===== src/rtl/zigbee_pad_pkg.sv =====
// zigbee_pad_pkg: capture FSM state type and default pad/channel widths for the pad multiplexer
package zigbee_pad_pkg;
  localparam int ZB_PAD_IN_W  = 22;
  localparam int ZB_PAD_OUT_W = 18;
  localparam int ZB_N_CH      = 4;
  typedef enum logic [1:0] {IDLE, CAPT, HOLD} zb_cap_state_e;
endpackage


===== src/rtl/zigbee_pad_sync.sv =====
// zigbee_pad_sync: W-bit wide, STAGES-deep flop chain bringing asynchronous pad signals into the clock domain
module zigbee_pad_sync #(
  parameter int W      = 1,
  parameter int STAGES = 2
) (
  input  logic         i_clk,
  input  logic         i_rst_n,
  input  logic [W-1:0] i_d,
  output logic [W-1:0] o_q
);
  logic [STAGES*W-1:0] r_ff;
  // shift the sampled pad value one stage per clock; the oldest stage is the synced output
  always_ff @(posedge i_clk or negedge i_rst_n)
    if (!i_rst_n) r_ff <= '0;
    else r_ff <= {r_ff[(STAGES-1)*W-1:0], i_d};
  assign o_q = r_ff[STAGES*W-1 -: W];
endmodule


===== src/rtl/zigbee_pad_mux.sv =====
// zigbee_pad_mux: pad-side time multiplexer; defining ZIGBEE_PAD_MUX_LOOPBACK_EN adds lpbk_i to loop captured words back to the pads
module zigbee_pad_mux
  import zigbee_pad_pkg::*;
#(
  parameter  int PAD_IN_W    = ZB_PAD_IN_W,
  parameter  int PAD_OUT_W   = ZB_PAD_OUT_W,
  parameter  int N_CH        = ZB_N_CH,
  parameter  int SYNC_STAGES = 2,
  parameter  int SEL_STABLE  = 2,
  localparam int SEL_W       = $clog2(N_CH)
) (
  input  logic                      clk_i,
  input  logic                      resetn_i,
  input  logic [SEL_W-1:0]          pad_sel_i,
  input  logic                      pad_stb_i,
  input  logic [PAD_IN_W-1:0]       pad_in_i,
  output logic [PAD_OUT_W-1:0]      pad_out_o,
  output logic [N_CH*PAD_IN_W-1:0]  core_in_o,
  output logic [N_CH-1:0]           core_in_vld_o,
  input  logic [N_CH-1:0]           core_in_ack_i,
  input  logic [N_CH*PAD_OUT_W-1:0] core_out_i,
  output logic [N_CH-1:0]           ovr_o,
  output logic                      err_o
`ifdef ZIGBEE_PAD_MUX_LOOPBACK_EN
  ,
  input  logic                      lpbk_i
`endif
);
  localparam int              CNT_W  = $clog2(SEL_STABLE + 1);
  localparam logic [SEL_W:0]  N_CH_W = (SEL_W+1)'(N_CH);
  logic [SEL_W-1:0]          w_s_sel;
  logic                      w_s_stb;
  logic [PAD_IN_W-1:0]       w_s_in;
  logic                      w_sel_ok;
  logic                      w_capt;
  logic [N_CH-1:0]           w_hit;
  zb_cap_state_e             r_state;
  zb_cap_state_e             w_state_nxt;
  logic [N_CH*PAD_IN_W-1:0]  r_core_in;
  logic [N_CH-1:0]           r_vld;
  logic [N_CH-1:0]           r_ovr;
  logic                      r_err;
  logic [SEL_W-1:0]          r_prev_sel;
  logic [SEL_W-1:0]          r_act_sel;
  logic [CNT_W-1:0]          r_cnt;
  logic [CNT_W:0]            w_held;
  logic                      w_stable;
  logic [PAD_OUT_W-1:0]      w_pad_nxt;
  logic [PAD_OUT_W-1:0]      r_pad_out;

  zigbee_pad_sync #(.W(SEL_W + 1 + PAD_IN_W), .STAGES(SYNC_STAGES)) u_sync (
    .i_clk   (clk_i),
    .i_rst_n (resetn_i),
    .i_d     ({pad_sel_i, pad_stb_i, pad_in_i}),
    .o_q     ({w_s_sel, w_s_stb, w_s_in})
  );

  // capture FSM state register
  always_ff @(posedge clk_i or negedge resetn_i)
    if (!resetn_i) r_state <= IDLE;
    else r_state <= w_state_nxt;

  // next state; the capture fires on the IDLE->CAPT transition so word and vld are registered as CAPT begins
  always_comb begin
    w_state_nxt = r_state;
    w_capt      = 1'b0;
    case (r_state)
      IDLE: begin
        w_capt      = w_s_stb;
        w_state_nxt = w_s_stb ? CAPT : IDLE;
      end
      CAPT:    w_state_nxt = HOLD;
      HOLD:    w_state_nxt = w_s_stb ? HOLD : IDLE;
      default: w_state_nxt = IDLE;
    endcase
  end

  assign w_sel_ok = {1'b0, w_s_sel} < N_CH_W;
  assign w_hit    = (w_capt && w_sel_ok) ? N_CH'(1) << w_s_sel : '0;

  // channel words plus valid, overrun and bad-select flags; a capture beats a same-cycle ack
  always_ff @(posedge clk_i or negedge resetn_i)
    if (!resetn_i) begin
      r_core_in <= '0;
      r_vld     <= '0;
      r_ovr     <= '0;
      r_err     <= 1'b0;
    end else begin
      for (int c = 0; c < N_CH; c++)
        if (w_hit[c]) r_core_in[c*PAD_IN_W +: PAD_IN_W] <= w_s_in;
      r_vld <= w_hit | (r_vld & ~core_in_ack_i);
      r_ovr <= r_ovr | (w_hit & r_vld & ~core_in_ack_i);
      r_err <= r_err | (w_capt & ~w_sel_ok);
    end

  assign w_held   = (w_s_sel == r_prev_sel) ? {1'b0, r_cnt} + 1'b1 : (CNT_W+1)'(1);
  assign w_stable = w_held >= (CNT_W+1)'(SEL_STABLE);

  // track how long synced sel has been unchanged and adopt it once stable and in range
  always_ff @(posedge clk_i or negedge resetn_i)
    if (!resetn_i) begin
      r_prev_sel <= '0;
      r_cnt      <= '0;
      r_act_sel  <= '0;
    end else begin
      r_prev_sel <= w_s_sel;
      r_cnt      <= w_stable ? CNT_W'(SEL_STABLE) : w_held[CNT_W-1:0];
      if (w_stable && w_sel_ok) r_act_sel <= w_s_sel;
    end

`ifdef ZIGBEE_PAD_MUX_LOOPBACK_EN
  logic                w_s_lpbk;
  logic [PAD_IN_W-1:0] w_lb_word;
  zigbee_pad_sync #(.W(1), .STAGES(SYNC_STAGES)) u_sync_lpbk (
    .i_clk   (clk_i),
    .i_rst_n (resetn_i),
    .i_d     (lpbk_i),
    .o_q     (w_s_lpbk)
  );
  assign w_lb_word = r_core_in[int'(r_act_sel)*PAD_IN_W +: PAD_IN_W];
  assign w_pad_nxt = w_s_lpbk ? PAD_OUT_W'(w_lb_word)
                              : core_out_i[int'(r_act_sel)*PAD_OUT_W +: PAD_OUT_W];
`else
  assign w_pad_nxt = core_out_i[int'(r_act_sel)*PAD_OUT_W +: PAD_OUT_W];
`endif

  // single registered stage towards the pads
  always_ff @(posedge clk_i or negedge resetn_i)
    if (!resetn_i) r_pad_out <= '0;
    else r_pad_out <= w_pad_nxt;

  assign pad_out_o     = r_pad_out;
  assign core_in_o     = r_core_in;
  assign core_in_vld_o = r_vld;
  assign ovr_o         = r_ovr;
  assign err_o         = r_err;
endmodule


===== config.mk =====
export PLATFORM = sky130hd
export DESIGN_NAME = zigbee_pad_mux
export DESIGN_NICKNAME = d
export VERILOG_FILES = /design/src/rtl/zigbee_pad_pkg.sv /design/src/rtl/zigbee_pad_sync.sv /design/src/rtl/zigbee_pad_mux.sv
export SDC_FILE = /design/constraint.sdc
export NUM_CORES = 1
export LEC_CHECK = 0
export BUFFER_PORTS_ARGS = -buffer_cell sky130_fd_sc_hd__buf_2
export CAP_MARGIN = 20
export CELL_PAD_IN_SITES_DETAIL_PLACEMENT = 0
export CELL_PAD_IN_SITES_GLOBAL_PLACEMENT = 1
export CORE_ASPECT_RATIO = 0.6
export CORE_MARGIN = 4
export CORE_UTILIZATION = 30
export DETAILED_ROUTE_END_ITERATION = 8
export GPL_ROUTABILITY_DRIVEN = 0
export PLACE_DENSITY = 0.77
export SLEW_MARGIN = 10
export SYNTH_ARGS = -nofsm -noshare
export SYNTH_HDL_FRONTEND = slang
export SYNTH_SLANG_ARGS = --single-unit

===== constraint.sdc =====
create_clock -name clk_i -period 1.69 [get_ports clk_i]
set_input_delay 0.169 -clock clk_i [delete_from_list [all_inputs] [get_ports clk_i]]
set_output_delay 0.169 -clock clk_i [all_outputs]
set_load 0.005 [all_outputs]

* Word-level counts from Yosys, hierarchy flattened *
Cells that the tools add are included.
Widths: inputs -> output; s select.

word-level totals
  register bits = 172
  bits in latches = 0
  memory bits (writable) = 0
  memory bits (read-only) = 0
  input bits = 103
  output and inout bits = 115
  word-level logic and storage cells = 34
  memories kept = 0

cells by class
  add/subtract/negate cells = 1
  multipliers = 1
  divide/modulo/power cells = 0
  magnitude comparators = 1
  equal/unequal tests = 3
  shift-type cells = 2
  muxes and demuxes = 7
  bitwise gates (word level) = 6
  reduce and logical (&&, ||, !) cells = 1

operators by type and width
  kind                 number
  $shiftx 72x8->18     1
  $and 4x4->4          3
  $or 4x4->4           2
  $mul 2x4->6 const B  1
  $pmux 2 s3           1
  $mux 2               2
  $mux 4               1
  $not 4->4            1
  $shl 1x2->4 const A  1
  $add 2x1->3 const B  1
  $ge 3x2->1 const B   1
  $mux 3               1
  $eq 2x1->1 const B   1
  $eq 2x2->1           1
  $eq 2x2->1 const B   1
  $logic_not 2->1      1
  $mux 1               2

* Logic depth before layout (Yosys ltp) *
  depth after elaboration = 6
  depth in mapped cells = 5
  depth with buffers taken out = 4

* Modules after synthesis *
Synthesis repeated with hierarchy kept, for this count alone.

unflattened totals
  cells, all modules = 357
  area, all modules = 6,249.7 sq um

modules (own cells, without submodules)
  module           instances  cells each  area each (sq um)  sequential area each (sq um)
  zigbee_pad_mux   1          282         4,810.9            3,052.9
  zigbee_pad_sync  1          75          1,438.9            1,251.2

* Worst setup path after synthesis *
Ideal clock, no wire load.

  kind = flip-flop to flip-flop
  start = register r_state[1]
  end = register r_core_in[10], in the netlist core_in_o[10]
  library setup time = 0.125 ns
  arrival = 1.526 ns
  required time = 1.565 ns
  path slack = 0.039 ns
  cell stages (with the launch flop) = 5
  buffers on the path = 1
  clock period less this slack = 1.651 ns
  cells stage by stage = dfrtp_1 nor3b_4 nor3b_4 buf_6 mux2_2

between the ends
  longest elaborated chain between the ends = 3

ends and longest elaborated chain
  item                           RTL line              source
  start, declared                zigbee_pad_mux.sv:37  zb_cap_state_e r_state;
  start signal, assigned         zigbee_pad_mux.sv:61  else r_state <= w_state_nxt;
  $logic_not 2->1                zigbee_pad_mux.sv:67  case (r_state)
  $mux 1                         zigbee_pad_mux.sv:67
  $mux 4                         zigbee_pad_mux.sv:79  assign w_hit = (w_capt && w_sel_ok) ? N_CH'(1) << w_s_sel : '0;
  end signal, assigned by index  zigbee_pad_mux.sv:90  if (w_hit[c]) r_core_in[c*PAD_IN_W +: PAD_IN_W] <= w_s_in;
  end, declared                  zigbee_pad_mux.sv:39  logic [N_CH*PAD_IN_W-1:0] r_core_in;

Every way passes these cells.
A chain may end at the register's enable or synchronous reset.

* Worst setup path in the final report *
  start = register r_state[1]
  end = register r_core_in[15], in the netlist core_in_o[15]

The elaborated chain is that of the path after synthesis.

==> results_dict.tcl <==
set metrics [dict create \
    post-route-min-period_ns 1.60 \
    cts_buffers 17 \
    comb_power_share 0.254 \
    fp.dieArea_mm2 0.0226 \
    arrival_ns 1.89 \
    worstSkewPairLatency_ns 0.41 \
    hold_end "ovr_o[3]$_DFF_PN0_" \
    path_buf_inv 1 \
    vias 3831 \
    worstHoldPathType "in -> reg" \
    cts.path.max_buffers 2 \
    crit_type "reg -> reg" \
    cts.sinks 172 \
    yosysTopAreaCellShare 0.709 \
    grtUsageTotal 0.132 \
    finalCritPeriodShare 0.946 \
    setup_ws_ns 0.0910 \
    synth-seq-cells 172 \
    fin_total_pwr_mw 13.5 \
    area_growth_pct 38.4 \
    die_y_um 118 \
    cpMostUsedCell "nor3b_4" \
    synth_area_per_cell_um2 18.3 \
    grt_pass1_vias 4304 \
    max_stage_delay_ns 0.42 \
    finalMaxSlewViolations 0 \
    place_ws_ns 0.0399 \
    drt_iter0_markers 57 \
    swShare 0.274 \
    hold_viol 0 \
    start_util 0.313 \
    drt-vias-per-instance 4.41 \
    synth_warnings 0 \
    p_per_area_mw_per_mm2 1600 \
    crit_slowest_cell "dfrtp_1" \
    grt_max_degree 59 \
    ys_seq_area_frac 0.709 \
    cts_tree "built" \
    peakVddDrop_mv 0.666 \
    num_io_pins 218 \
    wl_per_cell_um 16.8 \
    max_cap_violations 0 \
    antenna_left 0 \
    rsz0062_at_grt "no" \
    cts_root_buf "clkbuf_16" \
    syn_area_mm2 0.00607 \
    synthTopCellsByArea "dfrtp_1, mux2_2, mux4_2, buf_6, nor3b_4" \
    fillers 1803 \
    nNetsFinal 695 \
    setup_viol 0 \
    grt-ovfl-total 0 \
    antenna_cells 0 \
    crit_family "simple AND/OR/NAND/NOR gates" \
    dr.pass1.iters 4 \
    path_cells "nor3b_4, nor3b_4, buf_6, mux2_2" \
    grt_pass1_wl_mm 23.4 \
    antenna_found_initial 0 \
    switchingPower_mw 3.69 \
    r2r_setup_slack_ns 0.09 \
    coreArea_mm2 0.0194 \
    h-tree-depth 4 \
    skew_ns 0.00867 \
    p_int_mw 9.78 \
    critical_path.reg2reg.endpoint "core_in_o[15]$_DFFE_PN0P_" \
    hold_start "core_in_ack_i[3]" \
    utilization 0.433 \
    cp_data_required_time_ns 1.98 \
    routed_wl_mm 14.6 \
    clk_pin_slew_ns 0.07 \
    synth_area_leader_cell "dfrtp_1" \
    worstPathMaxFanout 14 \
    status "finished, final reports clean" \
    pwr-share-seq 0.456 \
    place.detailed.hpwl_mm 10.6 \
    rr_worst_depth 4 \
    drc 0 \
    io_buffers 216 \
    fmax_ghz 0.625 \
    syn-instance-count 332 \
    rows 39 \
    multi_input_area_mm2 0.00165 \
    fin_setup_tns_ns 0 \
    dieWidth_um 192 \
    regArea_mm2 0.00430 \
    worstHoldPathCells 3 \
    r2r_start "r_state[1]$_DFF_PN0_" \
    crit_path_end_kind "flop" \
    p_leak_nw 4.04 \
    drive_gt1_frac 0.622 \
    start_kind "flop" \
    syn_nets 436 \
    p_clk_frac 0.290 \
    ys_types 27 \
]
==> worst reg2reg max path, delay by kind of cell, from the launching register on <==
family | cells | cell delay (ns)
mux | 1 | 0.37
flops | 1 | 0.42
simple gates | 2 | 0.47
buf+inv | 1 | 0.22
==> cells in the final DEF, fill, tap and decap left out, types with 2 or more instances in the layout <==
cell type,instances
a21o_1,2
a31o_2,2
buf_12,4
buf_2,215
buf_4,9
buf_6,2
bufinv_16,2
clkbuf_16,17
clkbuf_8,3
clkinv_4,3
clkinvlp_4,2
dfrtp_1,172
dlygate4sd3_1,26
inv_1,3
inv_6,3
mux2_2,88
mux4_2,18
nand2_1,4
nand2b_1,2
nand3_1,2
nor2_1,2
nor3b_4,2
o21ai_0,5
o21bai_1,2
or3_1,2
xor2_1,2
==> synth_stat cells (all sizes together) <==
cell and number:
xor2 2, conb 1, or3 2, nor3b 2, nor2 2, a21o 2, clkbuf 3, and3b 1
ha 1, nor3 1, mux2 88, o21ai 5, or2 1, a31o 2, o211ai 1, nand3 3
nand2b 2, nand2 4, mux4 18, dfrtp 172, o21bai 2, nand3b 1, buf 13, inv 3
==> layer usage <==
layer / routed length [µm] / track usage / up-vias / part of all wire
li1: - / - / 1707 / -
met1: 6530 / 0.174 / 1985 / 0.45
met2: 6910 / 0.212 / 129 / 0.47
met3: 1020 / 0.0486 / 10 / 0.070
met4: 145 / 0.0291 / 0 / 0.0099
met5: 0 / 0 / - / 0
==> stage by stage <==
step | cells | hold WS (ns) | cell area [µm²]
detailed placement | 812 | 0.108 | 7540
global route | 869 | 0.0305 | 8400
floorplan | 332 | -0.127 | 6070
CTS | 869 | 0.00856 | 8400
finish | 869 | 0.0297 | 8400
global placement | 812 | 0.102 | 7540
==> sequential cells by signal, summed over array words and instances (netlist names) <==
name           flops
u_sync.r_ff       50
r_prev_sel         2
r_state            2
core_in_o         88
r_act_sel          2
pad_out_o         18
ovr_o              4
core_in_vld_o      4
r_cnt              2
==> kinds of logic after synthesis <==
group / Yosys count / synth area share
multiplexers: 106 / 0.230
buffers and inverters: 19 / 0.0194
flip-flops: 172 / 0.709
other: 1 / 0.000618
AO/OA/AOI/OAI: 12 / 0.0132
XOR/XNOR: 2 / 0.00289
adder cells (fa/ha/maj): 1 / 0.00206
AND/OR/NAND/NOR: 19 / 0.0227
==> repair_timing <==
item | in CTS | in global routing
setup endpoints to repair | 0 | 12
endpoints found under the hold margin | 60 | 0
hold buffers | 26 | 0
buffers inserted | 0 | 0
resized for setup | 0 | 1
==> worst max-delay path by stage <==
| stage | cells past startpoint | start | slack, ns | endpoint |
|---|---|---|---|---|
| finish | 4 | r_state[1]$_DFF_PN0_ | 0.09 | core_in_o[15]$_DFFE_PN0P_ |
| global route | 4 | r_state[1]$_DFF_PN0_ | 0.006 | core_in_o[3]$_DFFE_PN0P_ |
| CTS | 4 | r_state[1]$_DFF_PN0_ | 0.02 | core_in_o[15]$_DFFE_PN0P_ |
| detailed placement | 4 | r_state[1]$_DFF_PN0_ | 0.04 | core_in_o[20]$_DFFE_PN0P_ |
| global placement | 4 | r_state[1]$_DFF_PN0_ | 0.09 | core_in_o[12]$_DFFE_PN0P_ |
| floorplan | 4 | r_state[1]$_DFF_PN0_ | 0.04 | core_in_o[10]$_DFFE_PN0P_ |
==> cell type report <==
class,count,area share
well taps,266,0.0396
clock inverters,11,0.0158
inverters,3,0.00134
clock buffers,20,0.0555
flip-flops and latches,172,0.512
repair buffers,256,0.179
multi-input cells,141,0.196
==> power groups by stage <==
stage          clock network (mW)  registers, mW  logic, mW
6_report                     3.91           6.15       3.42
5_1_grt                      4.23           6.32       3.76
4_1_cts                      4.05           6.17       3.51
3_5_place_dp                    0           6.23       3.45
3_3_place_gp                    0           6.13       3.38
2_1_floorplan                   0           6.21       1.45
No activity file was read; power rests on OpenSTA's default activity.
